===== src/rtl/partoserial_param.sv =====
// Parallel-to-serial converter for the PHY transmit path: one-entry holding register, IDLE fill, per-frame bit order.
// Optional even-parity bit per frame and parity_out port when PARTOSERIAL_PARITY_EN is defined.
module partoserial_param #(
  parameter int              WIDTH = 8,
  parameter logic [WIDTH-1:0] IDLE = WIDTH'(8'hBC),
  parameter int              CNT_W = 8
) (
  input  logic             clk_32f,
  input  logic             reset,
  input  logic [WIDTH-1:0] data_in,
  input  logic             valid_in,
  output logic             ready_out,
  input  logic             lsb_first,
  output logic             data_out,
  output logic             frame_start,
  output logic             sending_idle,
  output logic [CNT_W-1:0] idle_cnt
`ifdef PARTOSERIAL_PARITY_EN
  ,
  output logic             parity_out
`endif
);

`ifdef PARTOSERIAL_PARITY_EN
  localparam int FL = WIDTH + 1;
`else
  localparam int FL = WIDTH;
`endif
  localparam int CW = $clog2(FL + 1);

  logic [CW-1:0]    bit_cnt;
  logic [WIDTH-1:0] hold;
  logic             hold_valid;
  logic [WIDTH-1:0] shreg;
  logic             order_lsb;
  logic             load;
  logic             accept;
  logic [WIDTH-1:0] word;
  logic             word_idle;
  logic             ser_bit;
`ifdef PARTOSERIAL_PARITY_EN
  logic             par_bit;
`endif

  assign load      = (bit_cnt == '0);
  assign ready_out = reset & (~hold_valid | load);
  assign accept    = valid_in & ready_out;

  // Word selection at a frame boundary: held word beats a same-cycle bypass.
  always_comb begin
    word      = IDLE;
    word_idle = 1'b1;
    if (hold_valid) begin
      word      = hold;
      word_idle = 1'b0;
    end else if (accept) begin
      word      = data_in;
      word_idle = 1'b0;
    end
  end

  // shreg advances one place per bit, so the next bit always sits next to the end.
  always_comb begin
    ser_bit = order_lsb ? shreg[1] : shreg[WIDTH-2];
`ifdef PARTOSERIAL_PARITY_EN
    if (bit_cnt == CW'(WIDTH)) ser_bit = par_bit;
`endif
  end

  always_ff @(posedge clk_32f) begin
    if (!reset) begin
      bit_cnt      <= '0;
      hold         <= '0;
      hold_valid   <= 1'b0;
      shreg        <= IDLE;
      order_lsb    <= 1'b0;
      data_out     <= 1'b0;
      frame_start  <= 1'b0;
      sending_idle <= 1'b0;
      idle_cnt     <= '0;
`ifdef PARTOSERIAL_PARITY_EN
      par_bit      <= 1'b0;
      parity_out   <= 1'b0;
`endif
    end else begin
      if (load) begin
        shreg        <= word;
        order_lsb    <= lsb_first;
        data_out     <= lsb_first ? word[0] : word[WIDTH-1];
        frame_start  <= 1'b1;
        sending_idle <= word_idle;
        if (word_idle && (idle_cnt != {CNT_W{1'b1}}))
          idle_cnt <= idle_cnt + CNT_W'(1);
        if (hold_valid) begin
          hold_valid <= accept;
          if (accept) hold <= data_in;
        end
`ifdef PARTOSERIAL_PARITY_EN
        par_bit <= ^word;
`endif
      end else begin
        data_out    <= ser_bit;
        frame_start <= 1'b0;
        shreg       <= order_lsb ? (shreg >> 1) : (shreg << 1);
        if (accept) begin
          hold       <= data_in;
          hold_valid <= 1'b1;
        end
      end
      bit_cnt <= (bit_cnt == CW'(FL - 1)) ? '0 : bit_cnt + CW'(1);
`ifdef PARTOSERIAL_PARITY_EN
      parity_out <= (bit_cnt == CW'(WIDTH));
`endif
    end
  end

endmodule

===== config.mk =====
export PLATFORM = sky130hd
export DESIGN_NAME = partoserial_param
export DESIGN_NICKNAME = d
export VERILOG_FILES = /design/src/rtl/partoserial_param.sv
export SDC_FILE = /design/constraint.sdc
export NUM_CORES = 1
export LEC_CHECK = 0
export BUFFER_PORTS_ARGS = -buffer_cell sky130_fd_sc_hd__clkbuf_2
export CAP_MARGIN = 20
export CORE_ASPECT_RATIO = 0.5
export CORE_MARGIN = 4
export CORE_UTILIZATION = 30
export DETAILED_ROUTE_END_ITERATION = 10
export PLACE_DENSITY_LB_ADDON = 0.05
export SETUP_SLACK_MARGIN = 0.15
export SLEW_MARGIN = 5
export SYNTH_ARGS = -nofsm -noshare
export SYNTH_HDL_FRONTEND = slang
export SYNTH_SLANG_ARGS = --single-unit

===== constraint.sdc =====
create_clock -name clk_32f -period 2.06 [get_ports clk_32f]
set_clock_uncertainty 0.15 [all_clocks]
set_input_delay 0.206 -clock clk_32f [delete_from_list [all_inputs] [get_ports clk_32f]]
set_output_delay 0.206 -clock clk_32f [all_outputs]
set_load 0.05 [all_outputs]

# Word level (Yosys, flattened, before mapping)
# Index checks and enable logic that the tools add are counted.
[word_totals]
register_bits = 33
inputBits = 12
out_inout_bits = 12
elab_cells = 40
[op_classes]
addsub = 2
eq_ne = 3
n_mux = 16
n_bitwise = 5
reduce_logical = 5
[op_table]
columns = ["operator", "n"]
rows = [
  ["2-to-1 mux 8 bit", 7],
  ["2-to-1 mux 1 bit", 9],
  ["adder 8 x 1 -> 8 bit, second input constant", 1],
  ["!= test 8 bit, second input constant", 1],
  ["adder 4 x 1 -> 4 bit, second input constant", 1],
  ["== test 4 x 3 -> 1 bit, second input constant", 1],
  ["zero test 4 bit", 1],
  ["AND 1 bit", 2],
  ["!= test 2 bit, second input constant", 1],
  ["inverter 1 bit", 2],
  ["AND reduction 2 bit", 1],
  ["nonzero test 2 bit", 1],
  ["OR reduction 2 bit", 1],
  ["logical AND 1 bit", 1],
  ["OR 1 bit", 1],
]

# Logic depth before layout (Yosys ltp)
# Gate-level depths: netlist (run 1).
[logic_depth]
word_depth = 8
depth_mapped = 7
mapped_depth_nobuf = 6

# Least setup slack after synthesis (run 1)
# OpenSTA, ideal clock, no wires.
[synth_path]
path_type = "reg2out"
from = "register bit_cnt[0]"
to = "output ready_out"
arrival_time_ps = 2114
required_ps = 1704
setup_slack_ps = -410
stages_incl_launch_ff = 7
path_buffers = 2
path_cell_list = "dfxtp_1 > inv_1 > ha_1 > or3b_2 > clkbuf_1 > clkbuf_1 > a21oi_1"
[synth_between]
elab_chain_len = 3
[synth_rtl]
columns = ["item", "line_no", "text"]
rows = [
  ["start: declaration", "31", "logic [CW-1:0] bit_cnt;"],
  ["start signal: assignment", "110", "bit_cnt <= (bit_cnt == CW'(FL - 1)) ? '0 : bit_cnt + CW'(1);"],
  ["zero test 4 bit", "45", "assign load = (bit_cnt == '0);"],
  ["OR 1 bit", "46", "assign ready_out = reset & (~hold_valid | load);"],
  ["AND 1 bit", "46", ""],
  ["end: declaration", "12", "output logic ready_out,"],
]
# No other way between the ends.

# Worst setup path in the final report (run 1)
# Same ends and word-level chain as after synthesis.

==> impl_results.html, run 1 <==
<table>
<tr><th>Metric</th><th>Value</th></tr>
<tr><th colspan="2">Status</th></tr>
<tr><td>Result of the run</td><td>finished clean</td></tr>
<tr><th colspan="2">Yosys</th></tr>
<tr><td>Largest cells by area after synthesis</td><td>sky130_fd_sc_hd__dfxtp_1 42%, sky130_fd_sc_hd__o21ai_0 4.8%, sky130_fd_sc_hd__nand3_1 4.5%</td></tr>
<tr><td>Number of warnings reported in the yosys synthesis log</td><td>0</td></tr>
<tr><td>Leading cell type by number of instances after synthesis</td><td>sky130_fd_sc_hd__dfxtp_1</td></tr>
<tr><td>Async SR Flop Fraction</td><td>0%</td></tr>
<tr><td>Library cells used by synthesis</td><td>40</td></tr>
<tr><td>Leading register cell type out of synthesis</td><td>sky130_fd_sc_hd__dfxtp_1</td></tr>
<tr><td>Top post-synthesis cells by count</td><td>33 x sky130_fd_sc_hd__dfxtp_1, 18 x sky130_fd_sc_hd__nand2_1, 15 x sky130_fd_sc_hd__o21ai_0</td></tr>
<tr><td>Flip-flop and latch count after synthesis</td><td>33</td></tr>
<tr><td>Fraction of synthesized cell area taken by the top area cell type</td><td>42.34%</td></tr>
<tr><td>Mapped Nets</td><td>196</td></tr>
<tr><td>Post-synthesis cell type with the largest combined area</td><td>sky130_fd_sc_hd__dfxtp_1</td></tr>
<tr><td>Proportion of synthesized chip area in sequential cells</td><td>42.34%</td></tr>
<tr><td>Average instance area after synthesis</td><td>8.620 um2</td></tr>
<tr><td>Post-Syn Instances</td><td>181</td></tr>
<tr><td>EDFF count, synth</td><td>0</td></tr>
<tr><td>Synthesized cell area</td><td>1560 um2</td></tr>
<tr><th colspan="2">Worst setup path</th></tr>
<tr><td>Required time of the critical path</td><td>1.70 ns</td></tr>
<tr><td>Max Fanout on Critical Path</td><td>3</td></tr>
<tr><td>Number of buffer and inverter instances along the worst setup path</td><td>2</td></tr>
<tr><td>Category of the most critical setup path</td><td>register to primary output</td></tr>
<tr><td>Cells along the critical path</td><td>inv_2 -&gt; ha_4 -&gt; or3b_4 -&gt; a21oi_4 -&gt; buf_8</td></tr>
<tr><td>Worst r2r path cells</td><td>7</td></tr>
<tr><td>Slowest cell delay on critical path</td><td>0.40 ns</td></tr>
<tr><td>Delay-heaviest family, CP</td><td>simple AND/OR/NAND/NOR gates</td></tr>
<tr><td>Critical Path Sink Type</td><td>primary output</td></tr>
<tr><td>Critical path launch point type</td><td>register</td></tr>
<tr><td>WP depth</td><td>5</td></tr>
<tr><td>Arrival time reported for the critical path endpoint</td><td>1.51 ns</td></tr>
<tr><td>Slowest cell on the critical path</td><td>sky130_fd_sc_hd__or3b_4</td></tr>
<tr><th colspan="2">Power and ir drop</th></tr>
<tr><td>Sequential group share of total power</td><td>45.9%</td></tr>
<tr><td>Static leakage power</td><td>0.7613 nW</td></tr>
<tr><td>Power per cell area</td><td>820.7 nW/um2</td></tr>
<tr><td>Worst vdd ir</td><td>0.0003570 V</td></tr>
<tr><td>Switching power of the nets</td><td>0.4893 mW</td></tr>
<tr><td>Post-route total power</td><td>1.609 mW</td></tr>
<tr><td>Switching Fraction</td><td>30.41%</td></tr>
<tr><td>Combinational power share</td><td>23.7%</td></tr>
<tr><td>Clk network pwr share</td><td>30.5%</td></tr>
<tr><td>Design internal power</td><td>1.120 mW</td></tr>
<tr><th colspan="2">STA</th></tr>
<tr><td>Slew at the pin closest to its max-slew limit</td><td>0.3544 ns</td></tr>
<tr><td>Highest clock frequency the design can meet</td><td>0.5350 GHz</td></tr>
<tr><td>Number of failing hold endpoints at the final stage</td><td>0</td></tr>
<tr><td>Remaining max-slew budget at the tightest pin</td><td>76.38%</td></tr>
<tr><td>Minimum clock period after layout</td><td>1.869 ns</td></tr>
<tr><td>RSZ-0062 raised after global routing</td><td>yes</td></tr>
<tr><td>Final Cycle Share</td><td>90.74%</td></tr>
<tr><td>Hold_ws</td><td>0.009604 ns</td></tr>
<tr><td>Final sum of negative setup slack</td><td>0 ns</td></tr>
<tr><td>Final Max Tran Viols</td><td>0</td></tr>
<tr><td>Number of setup violations in the final report</td><td>0</td></tr>
<tr><th colspan="2">Floorplan</th></tr>
<tr><td>Floorplan core area</td><td>4977 um2</td></tr>
<tr><td>Row Count</td><td>18</td></tr>
<tr><td>Floorplan die area</td><td>6489 um2</td></tr>
<tr><td>Ports placed on the boundary</td><td>24</td></tr>
<tr><td>Die width</td><td>110.0 um</td></tr>
<tr><td>DIE HEIGHT</td><td>59.00 um</td></tr>
<tr><td>Initial Utilization</td><td>31.35%</td></tr>
<tr><th colspan="2">Route</th></tr>
<tr><td>DR DRC count</td><td>0</td></tr>
<tr><td>Number of vias in the routed layout</td><td>1,395</td></tr>
<tr><td>Router iterations before antenna repair</td><td>4</td></tr>
<tr><td>Average routed wire per standard cell</td><td>13.26 um</td></tr>
<tr><td>Total wirelength of the detailed-routed design</td><td>3.778 mm</td></tr>
<tr><td>DRC violation total after the first TritonRoute iteration</td><td>43</td></tr>
<tr><td>Remaining antenna violation count</td><td>0</td></tr>
<tr><td>Via count normalized by instance count</td><td>4.895</td></tr>
<tr><th colspan="2">Placement</th></tr>
<tr><td>Routability congestion estimate</td><td>0.7691</td></tr>
<tr><td>Placed cells</td><td>273</td></tr>
<tr><td>Number of port buffers</td><td>23</td></tr>
<tr><td>Half-perimeter wire length after detailed placement</td><td>2.710 mm</td></tr>
<tr><th colspan="2">Worst hold path</th></tr>
<tr><td>Worst hold-check path type</td><td>input port to register</td></tr>
<tr><td>Worst hold path depth</td><td>3</td></tr>
<tr><th colspan="2">Clock tree</th></tr>
<tr><td>Number of buffers on the longest clock path</td><td>2</td></tr>
<tr><td>CTS clock-pin slew for the worst setup and hold paths</td><td>0.07 ns</td></tr>
<tr><td>Root Buffer Master</td><td>sky130_fd_sc_hd__clkbuf_8</td></tr>
<tr><td>Max H-tree Level</td><td>2</td></tr>
<tr><td>TritonCTS clock tree</td><td>done</td></tr>
<tr><td>Clock latency at the later pin of the worst-skew pair</td><td>0.28 ns</td></tr>
<tr><td>Number of clock sinks</td><td>33</td></tr>
<tr><td>Clock buffer count from CTS</td><td>5</td></tr>
<tr><th colspan="2">Finish</th></tr>
<tr><td>Multi-input combinational cell area</td><td>840.8 um2</td></tr>
<tr><td>Layout cells sized above 1</td><td>26.98%</td></tr>
<tr><td>Utilization after layout</td><td>39.39%</td></tr>
<tr><td>Signed area change from the synthesized netlist to the final layout</td><td>25.66%</td></tr>
<tr><td>Total inserted antenna cells</td><td>0</td></tr>
<tr><td>Number of inserted filler cells in the final layout</td><td>522</td></tr>
<tr><td>Non-filler instance count after layout</td><td>285</td></tr>
<tr><td>Final #Nets</td><td>230</td></tr>
<tr><td>Sequential cell area in the final layout</td><td>669.4 um2</td></tr>
<tr><th colspan="2">Global route</th></tr>
<tr><td>Antenna violations before repair</td><td>0</td></tr>
<tr><td>Residual overflow from global routing</td><td>0</td></tr>
<tr><td>Via count of the first global-routing pass</td><td>1,280</td></tr>
<tr><td>Overall fraction of global-route tracks in use</td><td>12.50%</td></tr>
<tr><td>Global-route wire length before repair</td><td>6.141 mm</td></tr>
<tr><td>Pin count of the biggest net entering global routing</td><td>20</td></tr>
<tr><th colspan="2">Run</th></tr>
<tr><td>Count of maximum capacitance violations</td><td>0</td></tr>
</table>
area by class of cell:
| cell class | instances | area share [%] |
|---|---|---|
| inverter | 7 | 1.340 |
| clock buffer | 7 | 4.403 |
| tap | 70 | 4.467 |
| sequential | 33 | 34.14 |
| timing repair buffer | 39 | 12.76 |
| multi-input combinational | 129 | 42.88 |
routing by layer:
layer	vias to the layer above	global-route usage (%)	part of all wire, %
li1	709	-	-
met3	5	4.353	5.2
met1	651	16.10	50
met5	-	0	0
met2	30	19.66	44
met4	0	4.263	0.77
worst min-delay path, stage by stage:
cell	delay, ns
sky130_fd_sc_hd__clkbuf_2	0.09
sky130_fd_sc_hd__nand3_1	0.05
sky130_fd_sc_hd__o21ai_0	0.06
power by group through the flow:
stage	Clock (mW)	Combinational, mW	Sequential (mW)
after floorplan	0	0.217	0.788
after global placement	0	0.357	0.752
after detailed placement	0	0.357	0.751
after CTS	0.514	0.375	0.737
after global routing	0.541	0.417	0.746
final	0.491	0.381	0.738
cell usage in the layout, fill, tap and decap left out, types with 3 or more instances in the layout:
master	instances
sky130_fd_sc_hd__dfxtp_1	26
sky130_fd_sc_hd__inv_1	5
sky130_fd_sc_hd__mux2i_1	5
sky130_fd_sc_hd__nand3_1	14
sky130_fd_sc_hd__clkbuf_2	22
sky130_fd_sc_hd__clkbuf_8	6
sky130_fd_sc_hd__or3_1	6
sky130_fd_sc_hd__nor2_1	5
sky130_fd_sc_hd__or4_1	3
sky130_fd_sc_hd__a211oi_1	6
sky130_fd_sc_hd__nand2_1	18
sky130_fd_sc_hd__buf_4	14
sky130_fd_sc_hd__nor2b_1	7
sky130_fd_sc_hd__o21ai_0	15
sky130_fd_sc_hd__o211ai_1	3
sky130_fd_sc_hd__a21oi_1	11
sky130_fd_sc_hd__nand2b_1	5
sky130_fd_sc_hd__dfxtp_2	7
worst paths after layout:
path                    from           to  slack [ns]
hold reg to reg      hold[5]      hold[5]        0.30
setup reg to reg  bit_cnt[0]  idle_cnt[5]        0.25
hold / removal    data_in[5]      hold[5]        0.01
setup / recovery  bit_cnt[0]    ready_out        0.19
flip-flops by register name, indices dropped and copies added, names as in the netlist:
register / count
idle_cnt: 8
hold: 8
hold_valid: 1
frame_start: 1
sending_idle: 1
data_out: 1
bit_cnt: 4
order_lsb: 1
shreg: 8
logic make-up (layout without fill, tap and decap cells):
family                   count (synthesis)  in the layout  share of synthesized area, %
AND/OR/NAND/NOR                         69             69                         24.14
AO/OA/AOI/OAI                           49             49                         20.77
flip-flops                              33             33                         42.34
buffers and inverters                   19             53                         5.454
multiplexers                             5              5                         3.208
adder cells (fa/ha/maj)                  3              3                         2.406
XOR/XNOR                                 3              3                         1.684
metrics by stage:
| step | setup WS (ns) | cell area, um2 |
|---|---|---|
| after global routing | 0.1274 | 1961 |
| final | 0.1908 | 1961 |
| after detailed placement | 0.1433 | 1804 |
| after floorplan | 0.1022 | 1583 |
| after global placement | 0.1701 | 1804 |
| after CTS | 0.1397 | 1937 |
repair_timing:
item,CTS,global route
endpoints found under the setup margin,2,7
setup buffers,2,1
resized for setup,3,7
pin swaps,0,2
hold buffers,2,0
endpoints found under the hold margin,2,0
(Power assumes the default switching activity.)
==> inputs of run 2 (changes only) <==
--- a/config.mk
+++ b/config.mk
@@ -6,10 +6,11 @@
 export NUM_CORES = 1
 export LEC_CHECK = 0
 export BUFFER_PORTS_ARGS = -buffer_cell sky130_fd_sc_hd__clkbuf_2
-export CAP_MARGIN = 20
+export CAP_MARGIN = 5
 export CORE_ASPECT_RATIO = 0.5
 export CORE_MARGIN = 4
 export CORE_UTILIZATION = 30
+export CTS_CLUSTER_SIZE = 10
 export DETAILED_ROUTE_END_ITERATION = 10
 export PLACE_DENSITY_LB_ADDON = 0.05
 export SETUP_SLACK_MARGIN = 0.15
==> constraint.sdc (replaced) <==
create_clock -name clk_32f -period 1.95 [get_ports clk_32f]
set_clock_uncertainty 0.15 [all_clocks]
set_input_delay 0.195 -clock clk_32f [delete_from_list [all_inputs] [get_ports clk_32f]]
set_output_delay 0.195 -clock clk_32f [all_outputs]
set_load 0.05 [all_outputs]
==> run 2 against run 1 <==
  * Combinational power up 12%
  * Global-route usage up 0.48 points
  * Utilization up 1.8 points
  * Critical path type unchanged
  * Flip-flop and latch count unchanged
  * Largest cell class unchanged
  * Sequential share of layout area down 1.3 points
==> impl_results.html, run 2 (same netlist as run 1, synthesis figures left out) <==
<table>
<tr><th>Metric</th><th>Value</th></tr>
<tr><th colspan="2">Status</th></tr>
<tr><td>Result of the run</td><td>finished clean</td></tr>
<tr><th colspan="2">Power and ir drop</th></tr>
<tr><td>Combinational power share</td><td>24.7%</td></tr>
<tr><td>Design internal power</td><td>1.204 mW</td></tr>
<tr><td>Sequential group share of total power</td><td>45.2%</td></tr>
<tr><td>Worst vdd ir</td><td>0.0002795 V</td></tr>
<tr><td>Switching Fraction</td><td>30.56%</td></tr>
<tr><td>Power per cell area</td><td>846.6 nW/um2</td></tr>
<tr><td>Clk network pwr share</td><td>30.1%</td></tr>
<tr><td>Static leakage power</td><td>0.7982 nW</td></tr>
<tr><td>Switching power of the nets</td><td>0.5300 mW</td></tr>
<tr><th colspan="2">Clock tree</th></tr>
<tr><td>Number of buffers on the longest clock path</td><td>2</td></tr>
<tr><td>Number of clock sinks</td><td>33</td></tr>
<tr><td>Max H-tree Level</td><td>2</td></tr>
<tr><td>CTS clock-pin slew for the worst setup and hold paths</td><td>0.07 ns</td></tr>
<tr><td>Clock buffer count from CTS</td><td>5</td></tr>
<tr><td>TritonCTS clock tree</td><td>done</td></tr>
<tr><td>Root Buffer Master</td><td>sky130_fd_sc_hd__clkbuf_8</td></tr>
<tr><td>Clock latency at the later pin of the worst-skew pair</td><td>0.28 ns</td></tr>
<tr><th colspan="2">Worst hold path</th></tr>
<tr><td>Worst hold-check path type</td><td>input port to register</td></tr>
<tr><th colspan="2">Route</th></tr>
<tr><td>Router iterations before antenna repair</td><td>4</td></tr>
<tr><td>Remaining antenna violation count</td><td>0</td></tr>
<tr><td>Total wirelength of the detailed-routed design</td><td>3.810 mm</td></tr>
<tr><td>Via count normalized by instance count</td><td>4.852</td></tr>
<tr><td>DRC violation total after the first TritonRoute iteration</td><td>30</td></tr>
<tr><td>Average routed wire per standard cell</td><td>13.09 um</td></tr>
<tr><td>Number of vias in the routed layout</td><td>1,412</td></tr>
<tr><td>DR DRC count</td><td>0</td></tr>
<tr><th colspan="2">Worst setup path</th></tr>
<tr><td>Slowest cell delay on critical path</td><td>0.40 ns</td></tr>
<tr><td>Category of the most critical setup path</td><td>register to primary output</td></tr>
<tr><td>Required time of the critical path</td><td>1.60 ns</td></tr>
<tr><td>Slowest cell on the critical path</td><td>sky130_fd_sc_hd__or3b_4</td></tr>
<tr><td>Cells along the critical path</td><td>inv_2 -&gt; ha_4 -&gt; or3b_4 -&gt; a21oi_4 -&gt; buf_8</td></tr>
<tr><td>Arrival time reported for the critical path endpoint</td><td>1.50 ns</td></tr>
<tr><td>Max Fanout on Critical Path</td><td>3</td></tr>
<tr><td>Critical Path Sink Type</td><td>primary output</td></tr>
<tr><td>Critical path launch point type</td><td>register</td></tr>
<tr><th colspan="2">STA</th></tr>
<tr><td>Number of setup violations in the final report</td><td>0</td></tr>
<tr><td>Final sum of negative setup slack</td><td>0 ns</td></tr>
<tr><td>Minimum clock period after layout</td><td>1.846 ns</td></tr>
<tr><td>Number of failing hold endpoints at the final stage</td><td>0</td></tr>
<tr><td>Final Max Tran Viols</td><td>0</td></tr>
<tr><td>Highest clock frequency the design can meet</td><td>0.5416 GHz</td></tr>
<tr><td>Slew at the pin closest to its max-slew limit</td><td>0.3610 ns</td></tr>
<tr><td>Hold_ws</td><td>0.007525 ns</td></tr>
<tr><td>Remaining max-slew budget at the tightest pin</td><td>75.56%</td></tr>
<tr><td>RSZ-0062 raised after global routing</td><td>yes</td></tr>
<tr><td>Final Cycle Share</td><td>94.68%</td></tr>
<tr><th colspan="2">Global route</th></tr>
<tr><td>Residual overflow from global routing</td><td>0</td></tr>
<tr><td>Overall fraction of global-route tracks in use</td><td>12.98%</td></tr>
<tr><td>Antenna violations before repair</td><td>0</td></tr>
<tr><td>Via count of the first global-routing pass</td><td>1,271</td></tr>
<tr><td>Global-route wire length before repair</td><td>6.279 mm</td></tr>
<tr><td>Pin count of the biggest net entering global routing</td><td>18</td></tr>
<tr><th colspan="2">Finish</th></tr>
<tr><td>Number of inserted filler cells in the final layout</td><td>516</td></tr>
<tr><td>Most used cells in the layout excluding fill and tap cells</td><td>24 x sky130_fd_sc_hd__dfxtp_1, 22 x sky130_fd_sc_hd__clkbuf_2, 18 x sky130_fd_sc_hd__nand2_1</td></tr>
<tr><td>Largest registers ranked by flip-flop count</td><td>hold: 8 flops, idle_cnt: 8 flops, shreg: 8 flops</td></tr>
<tr><td>Layout cells sized above 1</td><td>29.41%</td></tr>
<tr><td>Multi-input combinational cell area</td><td>859.6 um2</td></tr>
<tr><td>Signed area change from the synthesized netlist to the final layout</td><td>31.27%</td></tr>
<tr><td>Most common cell after layout, fill and taps aside</td><td>sky130_fd_sc_hd__dfxtp_1</td></tr>
<tr><td>Sequential cell area in the final layout</td><td>671.9 um2</td></tr>
<tr><td>Total inserted antenna cells</td><td>0</td></tr>
<tr><td>Final #Nets</td><td>236</td></tr>
<tr><th colspan="2">Placement</th></tr>
<tr><td>Half-perimeter wire length after detailed placement</td><td>2.707 mm</td></tr>
<tr><td>Routability congestion estimate</td><td>0.7062</td></tr>
<tr><td>Number of port buffers</td><td>23</td></tr>
<tr><th colspan="2">Run</th></tr>
<tr><td>Count of maximum capacitance violations</td><td>0</td></tr>
<tr><th colspan="2">Floorplan</th></tr>
<tr><td>Ports placed on the boundary</td><td>24</td></tr>
<tr><td>Row Count</td><td>18</td></tr>
<tr><td>Floorplan die area</td><td>6489 um2</td></tr>
<tr><td>Initial Utilization</td><td>31.35%</td></tr>
<tr><td>Floorplan core area</td><td>4977 um2</td></tr>
<tr><td>Die width</td><td>110.0 um</td></tr>
<tr><td>DIE HEIGHT</td><td>59.00 um</td></tr>
</table>
-- run 2: worst max-delay path, delay by kind of cell, from the launching register on --
kind                       cells  cell delay (ns)
adders and majority gates      1             0.12
and+or+nand+nor                1             0.40
AOI/OAI and AO/OA              1             0.14
DFF                            1             0.33
buffers and inverters          2             0.22
-- run 2: final cells by class --
class | instances | share of cell area (%)
clock buffers | 7 | 4.215
inverters | 7 | 1.283
multi-input cells | 129 | 41.97
flip-flops and latches | 33 | 32.80
well taps | 70 | 4.276
repair buffers | 45 | 15.46
-- run 2: routing by layer --
layer  wire (um)  GRT usage, %
met3         154         4.461
met1        1928         17.23
met5           0             0
met4          46         5.329
met2        1681         19.40
-- run 2: through the flow --
step	utilization, %	cells	power, mW	instance area, um2	setup slack [ns]
CTS	40.22	289	1.731	2002	0.05220
global placement	36.35	273	1.174	1809	0.1278
finish	41.15	291	1.734	2048	0.1037
floorplan	-	181	1.073	1603	0.1067
global route	41.15	291	1.835	2048	0.05164
detailed placement	36.35	273	1.174	1809	0.06606
-- run 2: path summary, 6_finish.rpt --
check | from | endpoint | slack, ns | depth (start not counted)
min | data_in[4] | hold[4] | 0.008 | 3
max reg2reg | bit_cnt[1] | shreg[0] | 0.17 | 8
max | bit_cnt[1] | ready_out | 0.10 | 5
min reg2reg | hold[3] | hold[3] | 0.30 | 2
-- run 2: repair_timing --
action	4_1_cts	5_1_grt
setup endpoints to repair	4	15
endpoints found under the hold margin	6	0
resized for setup	8	13
pin swaps	2	7
hold buffers	6	0
setup buffers	3	2
-- run 2: power by group through the flow --
stage / sequential [mW] / combinational (mW) / clock (mW)
floorplan: 0.832 / 0.240 / 0
global placement: 0.797 / 0.377 / 0
detailed placement: 0.797 / 0.376 / 0
CTS: 0.783 / 0.406 / 0.541
global route: 0.793 / 0.467 / 0.574
finish: 0.784 / 0.428 / 0.521
